`src/rtl/sequence_pkg.sv`:
```
// Shared definitions for the sequence bit transmitter and its companion detector.
package sequence_pkg;

    // FSM encoding; the spare code 2'b11 is treated as IDLE by the transmitter.
    typedef enum logic [1:0] {
        IDLE  = 2'b00,
        SHIFT = 2'b01,
        DONE  = 2'b10
    } state_e;

    // Default geometry of the command interface.
    localparam int WIDTH_DEF = 8;
    localparam int LEN_W_DEF = 4;
    localparam int REP_W_DEF = 4;

    // Patterns the downstream overlapping detector looks for.
    localparam logic [2:0] PAT_101 = 3'b101;
    localparam logic [2:0] PAT_110 = 3'b110;

endpackage

```
`src/rtl/seq_tx_counter.sv`:
```
// Loadable down-counter with a terminal (zero) flag. It saturates at zero
// instead of wrapping, so a stray decrement can never restart a sequence.
module seq_tx_counter #(
    parameter int W = 4
) (
    input  logic         clk,
    input  logic         reset,
    input  logic         load_en,
    input  logic [W-1:0] load_val,
    input  logic         dec_en,
    output logic [W-1:0] count,
    output logic         zero
);

    logic [W-1:0] count_d;
    logic [W-1:0] count_q;

    // Next count: load has priority over decrement; hold at zero.
    always_comb begin
        count_d = count_q;
        if (load_en) begin
            count_d = load_val;
        end else if (dec_en && (count_q != {W{1'b0}})) begin
            count_d = count_q - {{(W-1){1'b0}}, 1'b1};
        end else begin
            count_d = count_q;
        end
    end

    // Count register, cleared by the asynchronous reset.
    always_ff @(posedge clk or negedge reset) begin
        if (!reset) begin
            count_q <= {W{1'b0}};
        end else begin
            count_q <= count_d;
        end
    end

    assign count = count_q;
    assign zero  = (count_q == {W{1'b0}});

endmodule

```
`src/rtl/sequence_bit_transmitter.sv`:
```
// Serializes a captured bit pattern MSB-first, repeating it back-to-back
// repeat_cnt times, then pulses done for one cycle.
module sequence_bit_transmitter
    import sequence_pkg::*;
#(
    parameter int WIDTH = WIDTH_DEF,
    parameter int LEN_W = LEN_W_DEF,
    parameter int REP_W = REP_W_DEF
) (
    input  logic             clk,
    input  logic             reset,
    input  logic             start_valid,
    output logic             start_ready,
    input  logic [WIDTH-1:0] pattern,
    input  logic [LEN_W-1:0] length,
    input  logic [REP_W-1:0] repeat_cnt,
    output logic             out,
    output logic             out_valid,
    output logic             busy,
    output logic             done
);

    state_e            state_d, state_q;
    logic [WIDTH-1:0]  pattern_d, pattern_q;
    logic [LEN_W-1:0]  len_d, len_q;
    logic              out_d, out_q;
    logic              out_valid_d, out_valid_q;
    logic              busy_d, busy_q;
    logic              done_d, done_q;

    logic [LEN_W-1:0]  len_clamp_s;
    logic              bit_load_s, bit_dec_s, bit_zero_s;
    logic [LEN_W-1:0]  bit_load_val_s, bit_cnt_s;
    logic              rep_load_s, rep_dec_s, rep_zero_s;
    logic [REP_W-1:0]  rep_load_val_s, rep_cnt_s;
    logic              unused_s;

    // Select one pattern bit by index via a shift, so the index width may
    // exceed the log2 of the pattern width without a partial-index slice.
    function automatic logic bit_at(input logic [WIDTH-1:0] p,
                                    input logic [LEN_W-1:0] idx);
        logic [WIDTH-1:0] shifted;
        shifted = p >> idx;
        return shifted[0];
    endfunction

    // Only the repeat counter's terminal flag steers the FSM.
    assign unused_s = ^rep_cnt_s;

    // Clamp the requested length to the pattern width.
    always_comb begin
        if (length > LEN_W'(WIDTH)) begin
            len_clamp_s = LEN_W'(WIDTH);
        end else begin
            len_clamp_s = length;
        end
    end

    // Bit index within the current repetition.
    seq_tx_counter #(.W(LEN_W)) u_bit_cnt (
        .clk      (clk),
        .reset    (reset),
        .load_en  (bit_load_s),
        .load_val (bit_load_val_s),
        .dec_en   (bit_dec_s),
        .count    (bit_cnt_s),
        .zero     (bit_zero_s)
    );

    // Repetitions still to send after the current one.
    seq_tx_counter #(.W(REP_W)) u_rep_cnt (
        .clk      (clk),
        .reset    (reset),
        .load_en  (rep_load_s),
        .load_val (rep_load_val_s),
        .dec_en   (rep_dec_s),
        .count    (rep_cnt_s),
        .zero     (rep_zero_s)
    );

    // Next-state, counter control and next output values. Outputs are
    // derived from the next state so that they are registered together.
    always_comb begin
        state_d        = state_q;
        pattern_d      = pattern_q;
        len_d          = len_q;
        out_d          = 1'b0;
        bit_load_s     = 1'b0;
        bit_load_val_s = {LEN_W{1'b0}};
        bit_dec_s      = 1'b0;
        rep_load_s     = 1'b0;
        rep_load_val_s = {REP_W{1'b0}};
        rep_dec_s      = 1'b0;

        case (state_q)
            IDLE: begin
                if (start_valid) begin
                    pattern_d = pattern;
                    len_d     = len_clamp_s;
                    if ((len_clamp_s == {LEN_W{1'b0}}) || (repeat_cnt == {REP_W{1'b0}})) begin
                        state_d = DONE;
                    end else begin
                        state_d        = SHIFT;
                        bit_load_s     = 1'b1;
                        bit_load_val_s = len_clamp_s - {{(LEN_W-1){1'b0}}, 1'b1};
                        rep_load_s     = 1'b1;
                        rep_load_val_s = repeat_cnt - {{(REP_W-1){1'b0}}, 1'b1};
                        out_d          = bit_at(pattern, len_clamp_s - {{(LEN_W-1){1'b0}}, 1'b1});
                    end
                end else begin
                    state_d = IDLE;
                end
            end
            SHIFT: begin
                if (bit_zero_s) begin
                    if (rep_zero_s) begin
                        state_d = DONE;
                    end else begin
                        state_d        = SHIFT;
                        bit_load_s     = 1'b1;
                        bit_load_val_s = len_q - {{(LEN_W-1){1'b0}}, 1'b1};
                        rep_dec_s      = 1'b1;
                        out_d          = bit_at(pattern_q, len_q - {{(LEN_W-1){1'b0}}, 1'b1});
                    end
                end else begin
                    state_d   = SHIFT;
                    bit_dec_s = 1'b1;
                    out_d     = bit_at(pattern_q, bit_cnt_s - {{(LEN_W-1){1'b0}}, 1'b1});
                end
            end
            DONE: begin
                state_d = IDLE;
            end
            default: begin
                state_d = IDLE;
            end
        endcase

        out_valid_d = (state_d == SHIFT);
        busy_d      = (state_d != IDLE);
        done_d      = (state_d == DONE);
    end

    // State, captured command and registered outputs.
    always_ff @(posedge clk or negedge reset) begin
        if (!reset) begin
            state_q     <= IDLE;
            pattern_q   <= {WIDTH{1'b0}};
            len_q       <= {LEN_W{1'b0}};
            out_q       <= 1'b0;
            out_valid_q <= 1'b0;
            busy_q      <= 1'b0;
            done_q      <= 1'b0;
        end else begin
            state_q     <= state_d;
            pattern_q   <= pattern_d;
            len_q       <= len_d;
            out_q       <= out_d;
            out_valid_q <= out_valid_d;
            busy_q      <= busy_d;
            done_q      <= done_d;
        end
    end

    // Ready decoded from state alone; the unused code counts as IDLE.
    assign start_ready = (state_q != SHIFT) && (state_q != DONE);
    assign out         = out_q;
    assign out_valid   = out_valid_q;
    assign busy        = busy_q;
    assign done        = done_q;

endmodule
```
`config.mk`:
```
export PLATFORM = sky130hd
export DESIGN_NAME = sequence_bit_transmitter
export DESIGN_NICKNAME = d
export VERILOG_FILES = /design/src/rtl/sequence_pkg.sv /design/src/rtl/seq_tx_counter.sv /design/src/rtl/sequence_bit_transmitter.sv
export SDC_FILE = /design/constraint.sdc
export NUM_CORES = 1
export LEC_CHECK = 0
export ABC_AREA = 1
export CAP_MARGIN = 20
export CORE_MARGIN = 3
export CORE_UTILIZATION = 50
export CTS_CLUSTER_DIAMETER = 60
export DETAILED_ROUTE_END_ITERATION = 6
export PLACE_DENSITY = 0.84
export SLEW_MARGIN = 20
export SYNTH_ARGS = -nofsm -noshare
export SYNTH_HDL_FRONTEND = slang
export SYNTH_HIERARCHICAL = 1
export SYNTH_SLANG_ARGS = --single-unit
export TNS_END_PERCENT = 20
```
`constraint.sdc`:
```
create_clock -name clk -period 2.05 [get_ports clk]
set_clock_uncertainty 0.05 [all_clocks]
set_input_delay 0.3075 -clock clk [delete_from_list [all_inputs] [get_ports clk]]
set_output_delay 0.3075 -clock clk [all_outputs]
set_load 0.01 [all_outputs]
```
Word level (Yosys, flattened, before mapping)
Cells that the tools add are included.

Add/subtract/negate cells: 5. $mul: 0. Div/mod/pow operators: 0. Magnitude comparators: 1. Eq/ne operators: 5. Shift-type cells: 3. Muxes and demuxes: 32. Bitwise gates (word level): 0. Reduce and logical (&&, ||, !) cells: 15.

Operator list (count): 4-bit two-way mux (12); 8-bit by 4-bit right shift with 1-bit output (3); 4-bit by 1-bit subtractor with 4-bit output (second input constant) (5); 4-bit zero test (4); 1-bit two-way mux (12); 2-bit two-way mux (4); 4-bit one-hot mux with 2 select lines (1); 4-bit nonzero test (2); 2-bit nonzero test (3); 2-bit by 1-bit equality test with 1-bit output (second input constant) (2); 4-bit greater-than comparator (second input constant) (1); 1-bit one-hot mux with 2 select lines (2); 2-bit one-hot mux with 2 select lines (1); 1-bit logical AND (3); 2-bit equality test (second input constant) (1); 2-bit zero test (1); 2-bit by 1-bit inequality test with 1-bit output (second input constant) (1); 2-bit inequality test (second input constant) (1); 2-bit AND reduction (1); 1-bit logical OR (1).

Register bits: 26. Bits in latches: 0. Memory bits (writable): 0. ROM bits: 0. Bits of input ports: 19. Word-level logic and storage cells: 70. Memories kept: 0.

Logic depth before layout (Yosys ltp)
Depth after elaboration: 8. Depth in mapped cells: 15. Depth with buffers taken out: 15.

By module
The synthesis kept the hierarchy.

Modules (own cells, without submodules): sequence_bit_transmitter (times used 1, cells each 184, area each 1272.5 µm², seq. area each 450.4 µm²); seq_tx_counter (times used 2, cells each 46, area each 295.3 µm², seq. area each 100.1 µm²).

Least setup slack after synthesis
OpenSTA, ideal clock, no wires.

Kind: register to register. Start: register u_bit_cnt.count_q[0], in the netlist u_bit_cnt/count[0]. End: register u_bit_cnt.count_q[3], in the netlist u_bit_cnt/count[3]. Data arrival time: 1.816 ns. Required time: 1.884 ns. Slack: 0.067 ns. Stages on the path, launching flop included: 14. Path buffers: 0. Period minus slack after synthesis: 1.983 ns. Cell sequence: dfrtp_1 -> inv_1 -> ha_1 -> nand2_2 -> inv_1 -> nand2_1 -> nor2_1 -> inv_1 -> nand2_1 -> inv_2 -> nand3b_1 -> nand2_1 -> clkinv_1 -> nand2_1.

RTL lines: start: declaration (line seq_tx_counter.sv:16) `logic [W-1:0] count_q;`; start signal: assignment (line seq_tx_counter.sv:33) `count_q <= {W{1'b0}};`; start signal: assignment (line seq_tx_counter.sv:35) `count_q <= count_d;`; 4-bit zero test * (line seq_tx_counter.sv:40) `assign zero = (count_q == {W{1'b0}});`; via bit_zero_s (line sequence_bit_transmitter.sv:32) `logic bit_load_s, bit_dec_s, bit_zero_s;`; 1-bit two-way mux * (line sequence_bit_transmitter.sv:115) `if (bit_zero_s) begin`; 1-bit one-hot mux with 2 select lines * (line sequence_bit_transmitter.sv:95) `case (state_q)`; via bit_load_s (line sequence_bit_transmitter.sv:32); 4-bit two-way mux / 2-bit nonzero test (equally long branches).

Mark *: on every way through the listed nets, which the timed path passes. The rest lies on a longest branch. The select of a mux whose other input is x is not followed. A chain may end at the register's enable or synchronous reset.

Worst setup path after layout
Start: register state_q[0]. End: output port start_ready.

Word-level cells in the longest chain between the ends: 2.

Ends and longest elaborated chain: start: declaration (line sequence_bit_transmitter.sv:23) `state_e state_d, state_q;`; start signal: assignment (line sequence_bit_transmitter.sv:155) `state_q <= state_d;`; 2-bit by 1-bit inequality test with 1-bit output / 2-bit inequality test (equally long branches) (line sequence_bit_transmitter.sv:166) `assign start_ready = (state_q != SHIFT) && (state_q != DONE);`; 1-bit logical AND * (line sequence_bit_transmitter.sv:166); end: declaration (line sequence_bit_transmitter.sv:13) `output logic start_ready,`.

Every way passes the cells marked *; elsewhere a longest branch is shown, timed or not.

==> flow_summary.ini <==
[outcome]
status = finished clean

[placement]
place_area_mm2 = 0.00229
io_buffers = 23
dp_cells = 363
place_congestion = 0.878
dp_hpwl_mm = 3.21

[die]
start_util = 0.537
num_io_pins = 24
core_mm2 = 0.00347
rows = 21
chipWidth_um = 67.0
fp.dieH_um = 67.0
dieArea_mm2 = 0.00449

[global_route]
grt_usage = 0.203
grt_pass1_wl_mm = 7.03
grt_overflow = 0
grt_pass1_vias = 1625
antenna_found_initial = 0
grt_start_max_net_pins = 27

[final_layout]
drive_gt1_frac = 0.171
area_delta_synth_final_pct = 27.2
final_nets = 351
nFillCells = 301
diodes = 0
fin_area_mm2 = 0.00237
layout.cells.non_filler = 367
multi_input_comb_area_mm2 = 0.00107
regArea_um2 = 651

[drt]
wl_per_cell_um = 11.2
drt_iter0_markers = 96
num_vias = 1790
firstDrtPassIters = 4
antenna_left = 0
drcViolationCount = 0
finalWirelength_mm = 4.11
vias_per_cell = 4.88

[yosys]
synth_common_cells = nand2_1, inv_1, dfrtp_1, nand3_1, nor2_1
ys_types = 25
synth_seq_cells = 26
synthCells = 276
synth.most_common_cell = nand2_1
synth_ff_type = dfrtp_1
synth_top_area_share = 0.349
yosys-top-cells-area = dfrtp_1, nand2_1, ha_1
syn_nets = 305
synth_top_area_cell = dfrtp_1
avgSynthCellArea_um2 = 6.75
ys_seq_area_frac = 0.349
yosys_warnings = 6
syn_area_mm2 = 0.00186
synth_edf_count = 0
synthArstFlopShare = 1.00

[pwr]
p_sw_frac = 0.465
ir_worst_vdd_v = 0.000724
intPower_mw = 1.75
combPwrFrac = 0.618
p_total_mw = 3.27
p_leak_nw = 1.28
p_clk_frac = 0.105
powerDensity_mw_per_mm2 = 1380
p_seq_frac = 0.277
power_switching_mw = 1.52

[timing]
maxSlewHeadroom = 0.778
fin_crit_sh = 0.931
max_clock_freq_mhz = 524
fin_hold_ws_ns = 0.338
drv_slew = 0
min_period_ns = 1.91
hold_viol_final = 0
final.setup.tns_ns = 0
worst_pin_slew_ns = 0.334
setup_violations = 0

[flow_run]
drv_cap = 0

[setup_path]
critPathLaunchType = flop
worstPathRequired_ns = 1.69
r2r-start = u_bit_cnt/count[0]
critPathKind = reg -> out
critPathMaxFanout = 2
worstRegToRegCells = 13
worst_setup_path_end_kind = output port
regToRegSetupSlack_ns = 0.18
arrival_ns = 1.55
timing.rr.end = u_bit_cnt/count[3]

[clock_tree]
cts_hold_buf = 0
numCtsBuffers = 3
clockBufferDepth = 2
clkLatencyLatePin_ns = 0.28
cts_root_buf = clkbuf_8
htree_levels = 1
cts_tree = yes
clk_pin_slew_ns = 0.09
cts_sinks = 26

[hold_path]
hold_path_class = in -> async
## what timing repair did
| action | in CTS | in global routing |
|---|---|---|
| endpoints found under the setup margin | 0 | 8 |
| buffers inserted | 0 | 0 |
| gates resized for setup | 0 | 7 |
## logic make-up (layout without fill, tap and decap cells)
group                      Yosys count  count (layout)  synth area share
DFF                                 26              26             0.349
and+or+nand+nor                    167             167             0.394
adders and majority gates           10              10            0.0672
xor gates and xnor gates             6               6            0.0322
buffers and inverters               44              89            0.0887
AOI/OAI and AO/OA                   23              23            0.0692
## critical path: stages, from the launching register on
cell,delay [ns]
dfrtp_1,0.36
inv_1,0.05
ha_1,0.29
inv_1,0.06
clkdlybuf4s50_1,0.52
## power by group through the flow
stage / clock (mW) / combinational [mW] / sequential [mW]
after detailed placement: 0 / 1.97 / 0.913
after floorplan: 0 / 1.40 / 0.911
after global placement: 0 / 1.93 / 0.905
after CTS: 0.348 / 1.99 / 0.904
final: 0.344 / 2.02 / 0.906
after global routing: 0.371 / 2.30 / 0.934
## stage by stage
stage          worst slack, ns  utilization
3_5_place_dp            -0.237        0.661
2_1_floorplan           0.0673            -
6_report                 0.141        0.683
4_1_cts                 0.0740        0.677
5_1_grt              -0.000406        0.683
3_3_place_gp            -0.123        0.661
## flip-flops by register name (all words and copies together), names as in the netlist
register,flops
out_valid,1
len_q,4
pattern_q,8
u_rep_cnt/count,4
busy,1
state_q,2
u_bit_cnt/count,4
done,1
out,1
## layout make-up
cell class	count	share of cell area
Clock buffer	4	0.0232
Inverter	42	0.0665
Multi-Input combinational cell	206	0.450
Sequential cell	26	0.275
Tap cell	46	0.0243
Timing Repair Buffer	43	0.162
## cell usage in the layout (no fill, tap or decap)
cell / count
a21oi_1: 7
a22o_1: 1
buf_4: 20
clkbuf_8: 4
clkdlybuf4s50_1: 22
clkinv_1: 2
dfrtp_1: 26
dlymetal6s2s_1: 1
ha_1: 10
inv_1: 31
inv_2: 9
nand2_1: 102
nand2_2: 8
nand2_4: 4
nand3_1: 24
nand3b_1: 4
nor2_1: 17
nor2_2: 6
nor2_4: 1
nor3_1: 1
o21a_1: 1
o21ai_0: 7
o21ai_1: 3
o21ai_2: 1
o22ai_1: 2
o22ai_2: 1
xnor2_1: 3
xnor2_2: 1
xor2_1: 2
## worst max-delay path by stage
stage / startpoint / end / slack [ns] / depth (start not counted)
finish: state_q[0] / start_ready / 0.14 / 4
CTS: length[3] / u_bit_cnt/count[3] / 0.07 / 14
global route: length[1] / u_bit_cnt/count[0] / -0.0004 / 15
global placement: length[0] / u_bit_cnt/count[3] / -0.12 / 16
floorplan: u_bit_cnt/count[0] / u_bit_cnt/count[3] / 0.07 / 13
detailed placement: length[3] / u_bit_cnt/count[3] / -0.24 / 14
## metal layers
metal	vias up	routed length, um	global-route usage
met5	-	0	0
met3	7	121	0.0253
li1	950	-	-
met1	802	1910	0.260
met4	0	70	0.0835
met2	31	2000	0.341
Power figures use the tool's default switching activity.
